===== src/rtl/cpu_bus_pkg.sv =====
// Shared definitions for the 6502 memory bus: bus widths, ROM window base,
// wait-counter width and the responder state encoding.
package cpu_bus_pkg;

    localparam int          CPU_ADDR_W   = 16;
    localparam int          CPU_DATA_W   = 8;
    localparam logic [15:0] CPU_ROM_BASE = 16'hE000;

    // Wait-state counter width; wait parameters are limited to 1..15
    localparam int          CNT_W        = 4;

    typedef enum logic [2:0] {
        ST_IDLE   = 3'd0,
        ST_RD_ACC = 3'd1,
        ST_WR_ACC = 3'd2,
        ST_WR_REC = 3'd3,
        ST_DONE   = 3'd4
    } busState_t;

endpackage


===== src/rtl/mem_responder_wait_counter.sv =====
// Down-counter that times the SRAM access phases. It is loaded when a request
// is accepted and decremented once per access cycle until it reaches zero.
module wait_counter
    import cpu_bus_pkg::*;
(
    input  logic             i_clk,
    input  logic             i_r_n,
    input  logic             i_load,
    input  logic [CNT_W-1:0] i_loadVal,
    input  logic             i_dec,
    output logic             o_zero
);

    logic [CNT_W-1:0] r_cnt;

    // Load takes priority over decrement; the count saturates at zero
    always_ff @(posedge i_clk) begin
        if (!i_r_n) begin
            r_cnt <= '0;
        end else if (i_load) begin
            r_cnt <= i_loadVal;
        end else if (i_dec && (r_cnt != '0)) begin
            r_cnt <= r_cnt - CNT_W'(1);
        end
    end

    assign o_zero = (r_cnt == '0);

endmodule


===== src/rtl/mem_responder.sv =====
// Memory-side responder for the 6502 bus. Runs one read or write at a time
// against an asynchronous SRAM with programmable wait states, signals
// completion with a one-cycle RDY pulse and rejects writes into the ROM window.
module mem_responder
    import cpu_bus_pkg::*;
#(
    parameter int                ADDR_W   = CPU_ADDR_W,
    parameter int                DATA_W   = CPU_DATA_W,
    parameter int                RD_WAIT  = 2,
    parameter int                WR_WAIT  = 2,
    parameter logic [ADDR_W-1:0] ROM_BASE = ADDR_W'(CPU_ROM_BASE)
)(
    input  logic              i_clk,
    input  logic              i_r_n,
    input  logic              i_req,
    input  logic              i_we,
    input  logic [ADDR_W-1:0] i_addr,
    input  logic [DATA_W-1:0] i_din,
    output logic [DATA_W-1:0] o_dout,
    output logic              o_rdy,
    output logic              o_err,
    output logic [ADDR_W-1:0] o_sram_a,
    output logic [DATA_W-1:0] o_sram_do,
    input  logic [DATA_W-1:0] i_sram_di,
    output logic              o_sram_oe_n,
    output logic              o_sram_we_n
);

    if ((RD_WAIT < 1) || (RD_WAIT > 15)) begin : g_badRdWait
        $error("mem_responder: RD_WAIT must be in 1..15");
    end
    if ((WR_WAIT < 1) || (WR_WAIT > 15)) begin : g_badWrWait
        $error("mem_responder: WR_WAIT must be in 1..15");
    end

    busState_t         r_state;
    busState_t         w_nextState;
    logic              r_rejected;
    logic [ADDR_W-1:0] r_sramAddr;
    logic [DATA_W-1:0] r_sramWrData;
    logic [DATA_W-1:0] r_dout;
    logic              r_oeN;
    logic              r_weN;

    logic              w_accept;
    logic              w_romHit;
    logic              w_cntLoad;
    logic [CNT_W-1:0]  w_cntLoadVal;
    logic              w_cntDec;
    logic              w_cntZero;

    assign w_accept     = (r_state == ST_IDLE) && i_req;
    assign w_romHit     = i_we && (i_addr >= ROM_BASE);
    assign w_cntLoad    = w_accept && !w_romHit;
    assign w_cntLoadVal = i_we ? CNT_W'(WR_WAIT - 1) : CNT_W'(RD_WAIT - 1);
    assign w_cntDec     = ((r_state == ST_RD_ACC) || (r_state == ST_WR_ACC)) && !w_cntZero;

    wait_counter u_waitCounter (
        .i_clk     (i_clk),
        .i_r_n     (i_r_n),
        .i_load    (w_cntLoad),
        .i_loadVal (w_cntLoadVal),
        .i_dec     (w_cntDec),
        .o_zero    (w_cntZero)
    );

    // State register; reset aborts any access in flight
    always_ff @(posedge i_clk) begin
        if (!i_r_n) begin
            r_state <= ST_IDLE;
        end else begin
            r_state <= w_nextState;
        end
    end

    // Next-state logic; DONE always passes through IDLE so requests are spaced
    always_comb begin
        w_nextState = ST_IDLE;
        case (r_state)
            ST_IDLE: begin
                if (!i_req) begin
                    w_nextState = ST_IDLE;
                end else if (!i_we) begin
                    w_nextState = ST_RD_ACC;
                end else if (w_romHit) begin
                    w_nextState = ST_DONE;
                end else begin
                    w_nextState = ST_WR_ACC;
                end
            end
            ST_RD_ACC: w_nextState = w_cntZero ? ST_DONE   : ST_RD_ACC;
            ST_WR_ACC: w_nextState = w_cntZero ? ST_WR_REC : ST_WR_ACC;
            ST_WR_REC: w_nextState = ST_DONE;
            ST_DONE:   w_nextState = ST_IDLE;
            default:   w_nextState = ST_IDLE;
        endcase
    end

    // Completion decode; ERR is only meaningful alongside RDY
    always_comb begin
        o_rdy = 1'b0;
        o_err = 1'b0;
        if (r_state == ST_DONE) begin
            o_rdy = 1'b1;
            o_err = r_rejected;
        end
    end

    // Registered SRAM interface and read-data holding register
    always_ff @(posedge i_clk) begin
        if (!i_r_n) begin
            r_sramAddr   <= '0;
            r_sramWrData <= '0;
            r_oeN        <= 1'b1;
            r_weN        <= 1'b1;
            r_dout       <= '0;
            r_rejected   <= 1'b0;
        end else begin
            case (r_state)
                ST_IDLE: begin
                    if (i_req) begin
                        if (!i_we) begin
                            r_sramAddr <= i_addr;
                            r_oeN      <= 1'b0;
                            r_rejected <= 1'b0;
                        end else if (w_romHit) begin
                            r_rejected <= 1'b1;
                        end else begin
                            r_sramAddr   <= i_addr;
                            r_sramWrData <= i_din;
                            r_weN        <= 1'b0;
                            r_rejected   <= 1'b0;
                        end
                    end
                end
                ST_RD_ACC: begin
                    if (w_cntZero) begin
                        r_dout <= i_sram_di;
                        r_oeN  <= 1'b1;
                    end
                end
                ST_WR_ACC: begin
                    if (w_cntZero) begin
                        r_weN <= 1'b1;
                    end
                end
                ST_WR_REC, ST_DONE: begin
                end
                default: begin
                    r_oeN <= 1'b1;
                    r_weN <= 1'b1;
                end
            endcase
        end
    end

    assign o_dout      = r_dout;
    assign o_sram_a    = r_sramAddr;
    assign o_sram_do   = r_sramWrData;
    assign o_sram_oe_n = r_oeN;
    assign o_sram_we_n = r_weN;

endmodule


===== config.mk =====
export PLATFORM = sky130hd
export DESIGN_NAME = mem_responder
export DESIGN_NICKNAME = d
export VERILOG_FILES = /design/src/rtl/cpu_bus_pkg.sv /design/src/rtl/mem_responder_wait_counter.sv /design/src/rtl/mem_responder.sv
export SDC_FILE = /design/constraint.sdc
export NUM_CORES = 1
export LEC_CHECK = 0
export ABC_CLOCK_PERIOD_IN_PS = 1960
export BUFFER_PORTS_ARGS = -buffer_cell sky130_fd_sc_hd__clkbuf_2
export CAP_MARGIN = 40
export CORE_MARGIN = 5
export CORE_UTILIZATION = 50
export CTS_BUF_LIST = sky130_fd_sc_hd__clkbuf_4
export DETAILED_ROUTE_END_ITERATION = 6
export PLACE_DENSITY_LB_ADDON = 0.25
export SYNTH_ARGS = -nofsm -noshare
export SYNTH_HDL_FRONTEND = slang
export SYNTH_SLANG_ARGS = --single-unit

===== constraint.sdc =====
create_clock -name i_clk -period 1.96 [get_ports i_clk]
set_clock_uncertainty 0.1 [all_clocks]
set_input_delay 0.196 -clock i_clk [delete_from_list [all_inputs] [get_ports i_clk]]
set_output_delay 0.196 -clock i_clk [all_outputs]
set_load 0.05 [all_outputs]

* After elaboration in Yosys (flattened, before gate mapping)
Index checks and enable logic that the tools add are counted.
** Storage, ports and cells
- Flip-flop bits (word level) :: 42
- Bits of input ports :: 36
- Output and inout port bits :: 36
- Word-level logic and storage cells :: 69
** Cells by class
- Add/sub/neg operators :: 1
- Magnitude comparators :: 1
- Eq/ne operators :: 11
- Mux-type cells :: 22
- Bitwise gates (word level) :: 4
- Reductions and logical operators :: 21
** Operators by type and width (count)
- 16-bit two-way mux :: 2
- 16-bit >= comparator, second input constant :: 1
- 2-bit != test, second input constant :: 7
- 1-bit two-way mux :: 13
- 3-bit two-way mux :: 4
- 3-bit case mux with 4 select lines :: 1
- 4-bit AND reduction :: 2
- 3-bit by 2-bit equality test with 1-bit output, second input constant :: 2
- 1-bit case mux with 3 select lines :: 2
- 3-bit OR reduction :: 2
- 1-bit logical AND :: 5
- 5-bit AND reduction :: 1
- 4-bit logical NOT :: 1
- 1-bit NOT :: 4
- 2-bit AND reduction :: 2
- 4-bit nonzero test :: 1
- 4-bit by 1-bit subtractor with 4-bit output, second input constant :: 1
- 3-bit by 1-bit equality test with 1-bit output, second input constant :: 1
- 3-bit equality test, second input constant :: 1
- 3-bit logical NOT :: 1
- 3-bit AND reduction :: 1
- 1-bit logical NOT :: 2
- 2-bit nonzero test :: 1
- 2-bit OR reduction :: 1
- 1-bit logical OR :: 1

* Longest topological paths before layout
Gate-level depths: netlist (run 1).
- Depth after elaboration :: 6
- Depth in mapped cells :: 6
- Mapped depth without buffers :: 5

* Hierarchy
Synthesis (run 1) repeated with hierarchy kept, for this count alone.
** Second synthesis, totals
- Cell total of the unflattened synthesis :: 203
- Area total of the unflattened synthesis :: 1880.6 µm²
** By module, submodules not included
- mem_responder :: instances 1, cells each 172, area each 1624.1 µm², seq. area each 760.7 µm²
- wait_counter :: instances 1, cells each 31, area each 256.5 µm², seq. area each 80.1 µm²

* Worst setup path after synthesis (run 1)
Ideal clock, no wire load.
- Kind :: register to register
- From :: register u_waitCounter.r_cnt[0]
- To :: register r_weN (netlist: o_sram_we_n)
- Library setup time :: 0.074 ns
- Data arrival time :: 1.403 ns
- Required time :: 1.786 ns
- Setup slack :: 0.383 ns
- Cell stages (with the launch flop) :: 7
- Buffers on the path :: 1
- Period minus slack after synthesis :: 1.577 ns
- Path through :: dfxtp_1 -> inv_1 -> ha_1 -> or3b_1 -> clkbuf_1 -> o311a_1 -> o21ai_0
** Between the ends
- Cells in the longest elaborated chain, start to end :: 3
** RTL lines
- from (decl) :: line mem_responder_wait_counter.sv:14 : logic [CNT_W-1:0] r_cnt;
- from (signal assigned) :: line mem_responder_wait_counter.sv:21 : r_cnt <= i_loadVal;
- from (signal assigned) :: line mem_responder_wait_counter.sv:23 : r_cnt <= r_cnt - CNT_W'(1);
- 4-bit logical NOT :: line mem_responder_wait_counter.sv:27 : assign o_zero = (r_cnt == '0);
- 2-bit != test (no source line)
- 5-bit AND reduction (no source line)
- to (signal assigned) :: line mem_responder.sv:115 : r_weN <= 1'b1;
- to (signal assigned) :: line mem_responder.sv:131 : r_weN <= 1'b0;
- to (signal assigned) :: line mem_responder.sv:144 : r_weN <= 1'b1;
- to (decl) :: line mem_responder.sv:43 : logic r_weN;
Every way passes these cells.
A chain may end at the register's enable or synchronous reset.

* Worst setup path in the final report (run 1)
- From :: register r_state[0]
- To :: output o_err
** Between the ends
- Cells in the longest elaborated chain, start to end :: 2
** RTL lines
- from (decl) :: line mem_responder.sv:36 : busState_t r_state;
- from (signal assigned) :: line mem_responder.sv:72 : r_state <= w_nextState;
- 3-bit equality test :: line mem_responder.sv:103 : if (r_state == ST_DONE) begin
- 1-bit two-way mux :: line mem_responder.sv:103
- to (decl) :: line mem_responder.sv:21 : output logic o_err,
Every way passes these cells.

==> qor.txt, run 1 <==
min cycle time layout - 1.82 ns
leakage - 0.00114 µW
Worst-Skew Late Latency - 0.35 ns
clk buf depth - 2
initial DRC count - 135
total gr overflow - 0
achievable clock frequency - 549 MHz
setup violators final - 0
ratio of cells with drive above 1 in the final layout - 29.2%
Num CTS Buffers - 5
Setup crit start kind - register
vias per cell - 5.32
Syn Inst Count - 214
Max Slew Vio Count - 0
chip width - 72.1 µm
initial antenna violation count - 0
cts repair resizes - 0
DP HPWL - 3280 µm
slowest stage cell on the critical path - dfxtp_1
clock sink count - 42
Max VDD drop - 0.000448 V
initial cell density of the core - 52.3%
endpoints failing hold - 0
yosys synthesis warning count - 0
H-tree depth - 2
synthesized area - 0.00193 mm²
run status - finished clean
maximum fanout along the worst path - 13
Mapped Nets - 252
Unique masters post-synth - 44
core area - 0.00369 mm²
syn_area_per_cell - 9.02 µm²
Antenna Cells - 0
Worst-path clk slew - 0.12 ns
Yosys reg bits - 42
first-pass GRT wire length - 8110 µm
register area share after synthesis - 43.6%
WL/cell - 13.7 µm
CP arrival - 1.53 ns
antenna-violating nets left - 0
CTS tree - yes
IO Count - 72
post-CTS setup buffers - 0
NumNets Final - 346
PD cells - 840 mW/mm²
Max-slew headroom - 58.1%
setup tns final - 0 ns
worst slew pin tran - 0.627 ns
Buffers on Ports - 71
vias - 1894
Synth Flop Type - dfxtp_1
number of global-route vias before repair - 1796
clock root buffer - clkbuf_4
Placer Congestion - 0.778
DRT Wirelength - 4890 µm
Multi-input gate area - 981 µm²
Total GRT Usage - 19.4%
crit end category - primary output
fin crit share - 93.0%
RSZ-0062 raised after global routing - no
First-pass DRT Iterations - 4
Residual DRC - 0
Area Growth Syn to Fin - 36.6%
Power Total - 2210 µW
die height - 72.1 µm
# fillers - 311
CP Data Required Time - 1.66 ns
CP max stage delay - 0.61 ns
EDFF count, synth - 0
Sequential cell area - 841 µm²
crit path cell chain - nor2_1, and3_1, clkbuf_2
worst setup path category - reg2out
Post-synth ARST share - 0%
largest net degree at the start of global routing - 32
worst min path class - in2reg
full die area - 0.00520 mm²
Cell Rows - 22
number of max-cap violations - 0
## cells in the mapped netlist, types with 2 or more instances
cell      number  area share [%]
dfxtp_1       42              44
o21ai_0       29             7.5
nand3_1       24             6.2
nand2_1       18             3.5
a21boi_1      15             5.8
clkbuf_1      12             2.3
mux2i_1       10             5.2
a21boi_0       9             3.5
inv_1          5            0.97
buf_2          3            0.78
nor2_1         3            0.58
a21oi_1        2            0.52
and4_1         2            0.91
buf_6          2             1.2
ha_1           2             1.3
nand2b_1       2            0.65
nor2b_1        2            0.65
nor3_1         2            0.52
nor3b_2        2             1.3
nor4_1         2            0.65
nor4b_1        2            0.91
o31a_1         2            0.91
## worst max-delay path, delay by kind of cell, from the launching register on
family,cells,cell delay [ns]
flops,1,0.61
simple gates,2,0.33
buf+inv,1,0.24
## power by group
group,total (µW),switching (µW),internal [µW]
registers,1010,66.8,939
logic,785,517,268
clock network,423,260,163
total,2210,844,1370
## cells in the final DEF (no fill, tap or decap), types with 3 or more instances in the layout
master         count
nor2_1             3
clkbuf_2          71
mux2i_1           10
nand2_1           18
inv_1              5
clkbuf_4           7
nand3_1           24
buf_4              5
a21boi_0           9
a21boi_1          15
dlygate4sd3_1     29
o21ai_0           29
dfxtp_1           42
## final cells by class
type | instances | share of cell area, %
flip-flops and latches | 42 | 31.9
inverters | 5 | 0.712
multi-input cells | 149 | 37.2
repair buffers | 105 | 25.9
clock buffers | 7 | 1.99
well taps | 48 | 2.28
## registers in the layout, indices dropped and copies added (netlist names)
| register | count |
|---|---|
| o_dout | 8 |
| r_state | 3 |
| u_waitCounter.r_cnt | 4 |
| o_sram_oe_n | 1 |
| o_sram_a | 16 |
| r_rejected | 1 |
| o_sram_do | 8 |
| o_sram_we_n | 1 |
## cell families (layout without fill, tap and decap cells)
kind of cell,count (synthesis),after routing,synth area share [%]
and+or+nand+nor,69,69,21.1
DFF,42,42,43.6
buffers and inverters,23,117,5.64
xor gates and xnor gates,1,1,0.454
muxes,10,10,5.18
AOI/OAI and AO/OA,67,67,22.8
adders and majority gates,2,2,1.30
## repair_timing
item / in CTS / in global routing
endpoints found under the hold margin: 29 / 0
hold buffers: 29 / 0
setup endpoints to repair: 0 / 0
## final timing paths
kind / start / depth (start not counted) / slack, ns / endpoint
setup / recovery: r_state[0]$_SDFF_PN0_ / 3 / 0.14 / o_err
hold reg to reg: o_sram_do[0]$_SDFFE_PN0P_ / 2 / 0.37 / o_sram_do[0]$_SDFFE_PN0P_
hold / removal: i_addr[14] / 3 / 0.009 / o_sram_a[14]$_SDFFE_PN0P_
setup reg to reg: r_state[1]$_SDFF_PN0_ / 3 / 0.24 / o_sram_do[7]$_SDFFE_PN0P_
## per-stage QoR
| step | utilization, % | area [µm²] | setup WS, ns | instances | hold WS [ns] |
|---|---|---|---|---|---|
| 2_1_floorplan | - | 1930 | 0.383 | 214 | 0.238 |
| 3_3_place_gp | 62.2 | 2290 | 0.305 | 320 | 0.328 |
| 3_5_place_dp | 62.2 | 2290 | 0.289 | 320 | 0.336 |
| 4_1_cts | 71.5 | 2640 | 0.138 | 356 | 0.00234 |
| 5_1_grt | 71.5 | 2640 | 0.0192 | 356 | 0.0285 |
| 6_report | 71.5 | 2640 | 0.137 | 356 | 0.00891 |
## layer usage
metal	up-vias	GRT usage [%]	share of wire, %
met5	-	0	0
met4	0	7.72	1.7
met3	9	5.40	7.1
met2	64	31.1	46
met1	857	24.5	45
li1	964	-	-
Note: power is estimated with default switching activity, not from simulation.
==> run 2, diff against run 1 <==
Settings changed: ABC_CLOCK_PERIOD_IN_PS 1960 to 1600, CORE_UTILIZATION 50 to 46.
Clock period 1.96 ns to 1.6 ns, I/O delays scaled along.
==> run 2 against run 1 <==
  * Combinational power rose by 62%
  * Worst hold slack better by 0.014 ns
  * Largest cell class unchanged
  * Power up 36%
  * The flow now finishes with violations (setup timing)
  * Cell count is 6.7% higher
  * Register-to-register slack worse by 0.28 ns
  * Largest power group is now combinational cells
  * Critical path type is now reg2reg
  * First-iteration DRC count fell by 53%
  * Count of clock-buffer cells in the layout shrank 1
==> qor.txt, run 2 (synthesized netlist as in run 1, its figures left out) <==
largest net degree at the start of global routing - 24
NumNets Final - 367
Num CTS Buffers - 5
leakage - 0.00127 µW
Antenna Cells - 0
Setup crit start kind - register
clk buf depth - 2
Placer Congestion - 0.725
# fillers - 302
first-pass GRT wire length - 9180 µm
min cycle time layout - 1.64 ns
DP HPWL - 3470 µm
clock root buffer - clkbuf_4
crit end category - register
worst setup path category - reg2reg
CP arrival - 1.84 ns
worst min path class - in2reg
Max Slew Vio Count - 0
endpoints failing hold - 0
initial DRC count - 63
Worst-path clk slew - 0.12 ns
run status - finished with violations
max FFs per register - 16
fin crit share - 103%
worst slew pin tran - 0.440 ns
Worst-Skew Late Latency - 0.35 ns
r2r worst-path depth - 6
register-to-register setup slack - -0.04 ns
Multi-input gate area - 0.00107 mm²
Sequential cell area - 847 µm²
DRT Wirelength - 5590 µm
Setup crit start - u_waitCounter.r_cnt[0]$_SDFFE_PN0P_
final setup margin - -0.0429 ns
WL/cell - 14.7 µm
most frequent cells in the layout - 69 x clkbuf_2, 39 x dfxtp_1, 32 x dlygate4sd3_1, 24 x nand3_1
core area - 0.00403 mm²
Fin Hold WS - 0.0230 ns
failing checks - setup timing
setup tns final - -0.0472 ns
commonest non-fill, non-tap cell in the layout - clkbuf_2
CTS tree - yes
Max VDD drop - 0.000596 V
clock sink count - 42
Residual DRC - 0
setup violators final - 2
ratio of cells with drive above 1 in the final layout - 37.9%
antenna-violating nets left - 0
chip width - 74.8 µm
worst slack at placement - -0.0846 ns
Buffers on Ports - 71
CP Data Required Time - 1.79 ns
die height - 74.8 µm
First-pass DRT Iterations - 5
R2R Path End - u_waitCounter.r_cnt[1]$_SDFFE_PP0P_
initial cell density of the core - 47.9%
initial antenna violation count - 0
PD cells - 1020 mW/mm²
H-tree depth - 2
vias per cell - 5.40
number of global-route vias before repair - 1974
RSZ-0062 raised after global routing - yes
number of max-cap violations - 0
Util after Layout - 73.3%
IO Count - 72
full die area - 0.00559 mm²
Area Growth Syn to Fin - 52.9%
maximum fanout along the worst path - 4
Cell Rows - 23
RR Startpoint - u_waitCounter.r_cnt[0]$_SDFFE_PN0P_
crit path to - u_waitCounter.r_cnt[1]$_SDFFE_PP0P_
vias - 2053
Total GRT Usage - 20.9%
achievable clock frequency - 609 MHz
Max-slew headroom - 70.5%
total gr overflow - 0
==> run 2: cell count changes in the layout (fill, tap and decap cells not counted), sizes merged <==
cell         delta
clkinv          +2
dlygate4sd3     +3
buf            +20
clkbuf          -3
==> run 2: what timing repair did <==
action                                  CTS  global route
buffers inserted                          1             4
hold buffers                             32             0
gates cloned                              0             0
resized for setup                        13            34
endpoints found under the setup margin   15            30
pin swaps                                 0             4
hold endpoints to repair                 32             0
==> run 2: critical path, cell delays in order, from the launching register on <==
cell and delay, ns:
dfxtp_2 0.36, inv_2 0.05, ha_4 0.15, nor3b_4 0.16, buf_4 0.15, or4_4 0.49, a21oi_2 0.12
==> run 2: cell type report <==
class | instances | share of cell area (%)
multi-input combinational | 149 | 36.1
timing repair buffer | 126 | 30.6
sequential | 42 | 28.7
tap | 50 | 2.12
clock buffer | 6 | 1.53
inverter | 5 | 0.636
clock inverter | 2 | 0.297
==> run 2: through the flow <==
| step | total power [µW] | instances | cell area [µm²] |
|---|---|---|---|
| 2_1_floorplan | 1950 | 214 | 1930 |
| 5_1_grt | 3190 | 380 | 2950 |
| 3_3_place_gp | 2230 | 335 | 2420 |
| 4_1_cts | 2890 | 376 | 2850 |
| 3_5_place_dp | 2250 | 335 | 2420 |
| 6_report | 3020 | 380 | 2950 |
==> run 2: how the worst min path moves through the flow <==
stage                     slack (ns)                        end  startpoint  cells after the start
after global routing            0.04  o_sram_a[13]$_SDFFE_PN0P_  i_addr[13]                      2
after global placement          0.29  o_sram_do[4]$_SDFFE_PN0P_    i_din[4]                      3
after floorplan                 0.20  o_sram_do[0]$_SDFFE_PN0P_    i_din[0]                      2
after detailed placement        0.30  o_sram_do[3]$_SDFFE_PN0P_    i_din[3]                      3
final                           0.02  o_sram_a[13]$_SDFFE_PN0P_  i_addr[13]                      2
after CTS                       0.02  o_sram_a[13]$_SDFFE_PN0P_  i_addr[13]                      2
==> run 2: per-layer routing <==
layer	GRT usage, %	vias to the layer above	share of wire (%)
li1	-	1009	-
met1	26.9	960	43
met2	34.5	73	47
met3	6.28	11	8.1
met4	4.74	0	1.4
met5	0	-	0
==> run 2: power breakdown <==
part	internal [µW]	switching, µW
clock network	183	344
logic	519	751
registers	1150	69.8
==> run 3, diff against run 2 <==
Settings changed: CORE_UTILIZATION 46 to 44, CTS_BUF_LIST sky130_fd_sc_hd__clkbuf_4 to sky130_fd_sc_hd__clkbuf_8 sky130_fd_sc_hd__clkbuf_16, TNS_END_PERCENT from default to 10.
==> run 3 against run 2 <==
  * The flow finishes with violations (hold timing)
  * Highest routed layer unchanged
  * Non-clock buffer count down 21
  * Largest cell class unchanged
  * Cell count is 4.7% lower
  * Register-to-register slack better by 0.07 ns
  * Fmax increased by 4.6%
  * Via count down 5.9%
  * Utilization decreased by 7.8 points
  * Sequential share of layout area is 1.5 points higher
  * Count of clock-buffer cells in the layout down 1
  * Flip-flop and latch count stayed put
  * Power up 6.0%
  * Worst setup slack gained 0.072 ns
==> qor.txt, run 3 (synthesized netlist as in run 1, its figures left out) <==
Comb pwr share - 36.7%
initial cell density of the core - 45.0%
crit path cell chain - buf_4, nor3_1, and4_4, buf_12, mux2i_1
NetSw - 1150 µW
die height - 76.2 µm
worst min path class - in2reg
chip width - 76.2 µm
vias per cell - 5.33
clock sink count - 42
Worst-Skew Late Latency - 0.29 ns
worst setup path category - reg2reg
Reg power frac - 38.2%
Fin Hold WS - -0.00742 ns
Non-Filler Instances - 362
WL/cell - 15.0 µm
clk buf depth - 2
grt peak-use layer - met2
first-pass GRT wire length - 8360 µm
vias - 1931
fin crit share - 98.2%
largest net degree at the start of global routing - 25
run status - finished with violations
met3 Track Usage GR - 4.96%
Worst-path clk slew - 0.08 ns
number of global-route vias before repair - 1789
commonest non-fill, non-tap cell in the layout - clkbuf_2
Cell Rows - 24
max FFs per register - 16
Sw Ratio - 35.9%
H-tree depth - 2
ratio of cells with drive above 1 in the final layout - 38.7%
initial DRC count - 72
clock root buffer - clkbuf_8
initial antenna violation count - 0
NumNets Final - 347
RSZ-0062 raised after global routing - yes
DP Cell Count - 335
Setup crit start kind - register
Worst path top cell family by delay - simple AND/OR/NAND/NOR gates
Placer Congestion - 0.798
fin area - 0.00281 mm²
slowest stage cell on the critical path - dfxtp_1
setup violators final - 0
Residual DRC - 0
Max-slew headroom - 64.4%
crit end category - register
met1 Resource Use GR - 20.8%
core area - 0.00429 mm²
number of max-cap violations - 0
endpoints failing hold - 4
Buffers on Ports - 71
Num CTS Buffers - 5
DP HPWL - 3370 µm
dpl cell area - 0.00241 mm²
worst slew pin tran - 0.532 ns
Antenna Cells - 0
min cycle time layout - 1.57 ns
antenna-violating nets left - 0
IO Count - 72
power share of the clock group - 25.1%
First-pass DRT Iterations - 4
failing checks - hold timing
Int Pwr - 2050 µW
CP max stage delay - 0.36 ns
Max VDD drop - 0.000633 V
Power Total - 3200 µW
Total GRT Usage - 17.1%
DRT Wirelength - 5420 µm
CTS tree - yes
total gr overflow - 0
setup tns final - 0 ns
CP arrival - 1.69 ns
full die area - 0.00581 mm²
Max Slew Vio Count - 0
most frequent cells in the layout - 69 x clkbuf_2, 39 x dfxtp_1, 23 x nand3_1, 23 x o21ai_0, 21 x a21boi_1
GR Layer Usage met2 - 28.8%
CP Data Required Time - 1.72 ns
achievable clock frequency - 637 MHz
leakage - 0.00121 µW
maximum fanout along the worst path - 8
Bufs and invs on worst path - 2
PD cells - 1140 mW/mm²
Area Growth Syn to Fin - 45.6%
## run 3: cell count changes in the layout (fill, tap and decap cells not counted), sizes merged
cell         change
buf              -6
dlygate4sd3     -15
or4b             +1
bufinv           +1
inv              +2
clkbuf           -1
clkinv           -2
## run 3: worst paths after layout
kind                                                start                        end  slack, ns  cells after the start
worst max-delay path                r_state[2]$_SDFF_PN0_  o_sram_do[1]$_SDFFE_PN0P_       0.03                      5
worst min register to register  o_sram_do[5]$_SDFFE_PN0P_  o_sram_do[5]$_SDFFE_PN0P_       0.36                      2
worst min-delay path                         i_sram_di[2]     o_dout[2]$_SDFFE_PN0P_     -0.007                      3
worst max register to register      r_state[2]$_SDFF_PN0_  o_sram_do[1]$_SDFFE_PN0P_       0.03                      5
## run 3: worst min-delay path: cells and delay by family
family	cells	cell delay, ns
and+or+nand+nor	1	0.05
AOI/OAI and AO/OA	1	0.05
buffers and inverters	1	0.08
## run 3: what timing repair did
action,4_1_cts,5_1_grt
setup endpoints to repair,14,20
resized for setup,11,35
setup buffers,0,1
pin swaps,0,5
cloned,0,1
hold buffers,16,1
hold endpoints to repair,16,1
## run 3: layout make-up
class / count / area, µm²
clock buffers: 5 / 68.8
fillers: 374 / 1480
repair buffers: 105 / 698
flip-flops and latches: 42 / 847
well taps: 52 / 65.1
clock inverters: 3 / 37.5
multi-input cells: 150 / 1070
inverters: 5 / 18.8
## run 3: through the flow
step           hold WS, ns  setup slack (ns)  util (%)
6_report          -0.00742            0.0289      65.4
5_1_grt            0.00548           -0.0523      65.4
4_1_cts           0.000470          -0.00198      62.9
3_5_place_dp         0.296           -0.0152      56.0
3_3_place_gp         0.291           0.00629      56.0
2_1_floorplan        0.202            0.0229         -
## run 3: power by group through the flow
| stage | Sequential, µW | Combinational [µW] | Clock (µW) |
|---|---|---|---|
| final | 1220 | 1170 | 804 |
| after global routing | 1240 | 1260 | 871 |
| after CTS | 1210 | 1090 | 829 |
| after detailed placement | 1230 | 1020 | 0 |
| after global placement | 1230 | 1010 | 0 |
| after floorplan | 1510 | 438 | 0 |
## run 3: metal layers
layer	part of all wire [%]	routed length [µm]
met1	42	2300
met2	48	2620
met3	6.9	376
met4	2.2	120
met5	0	0
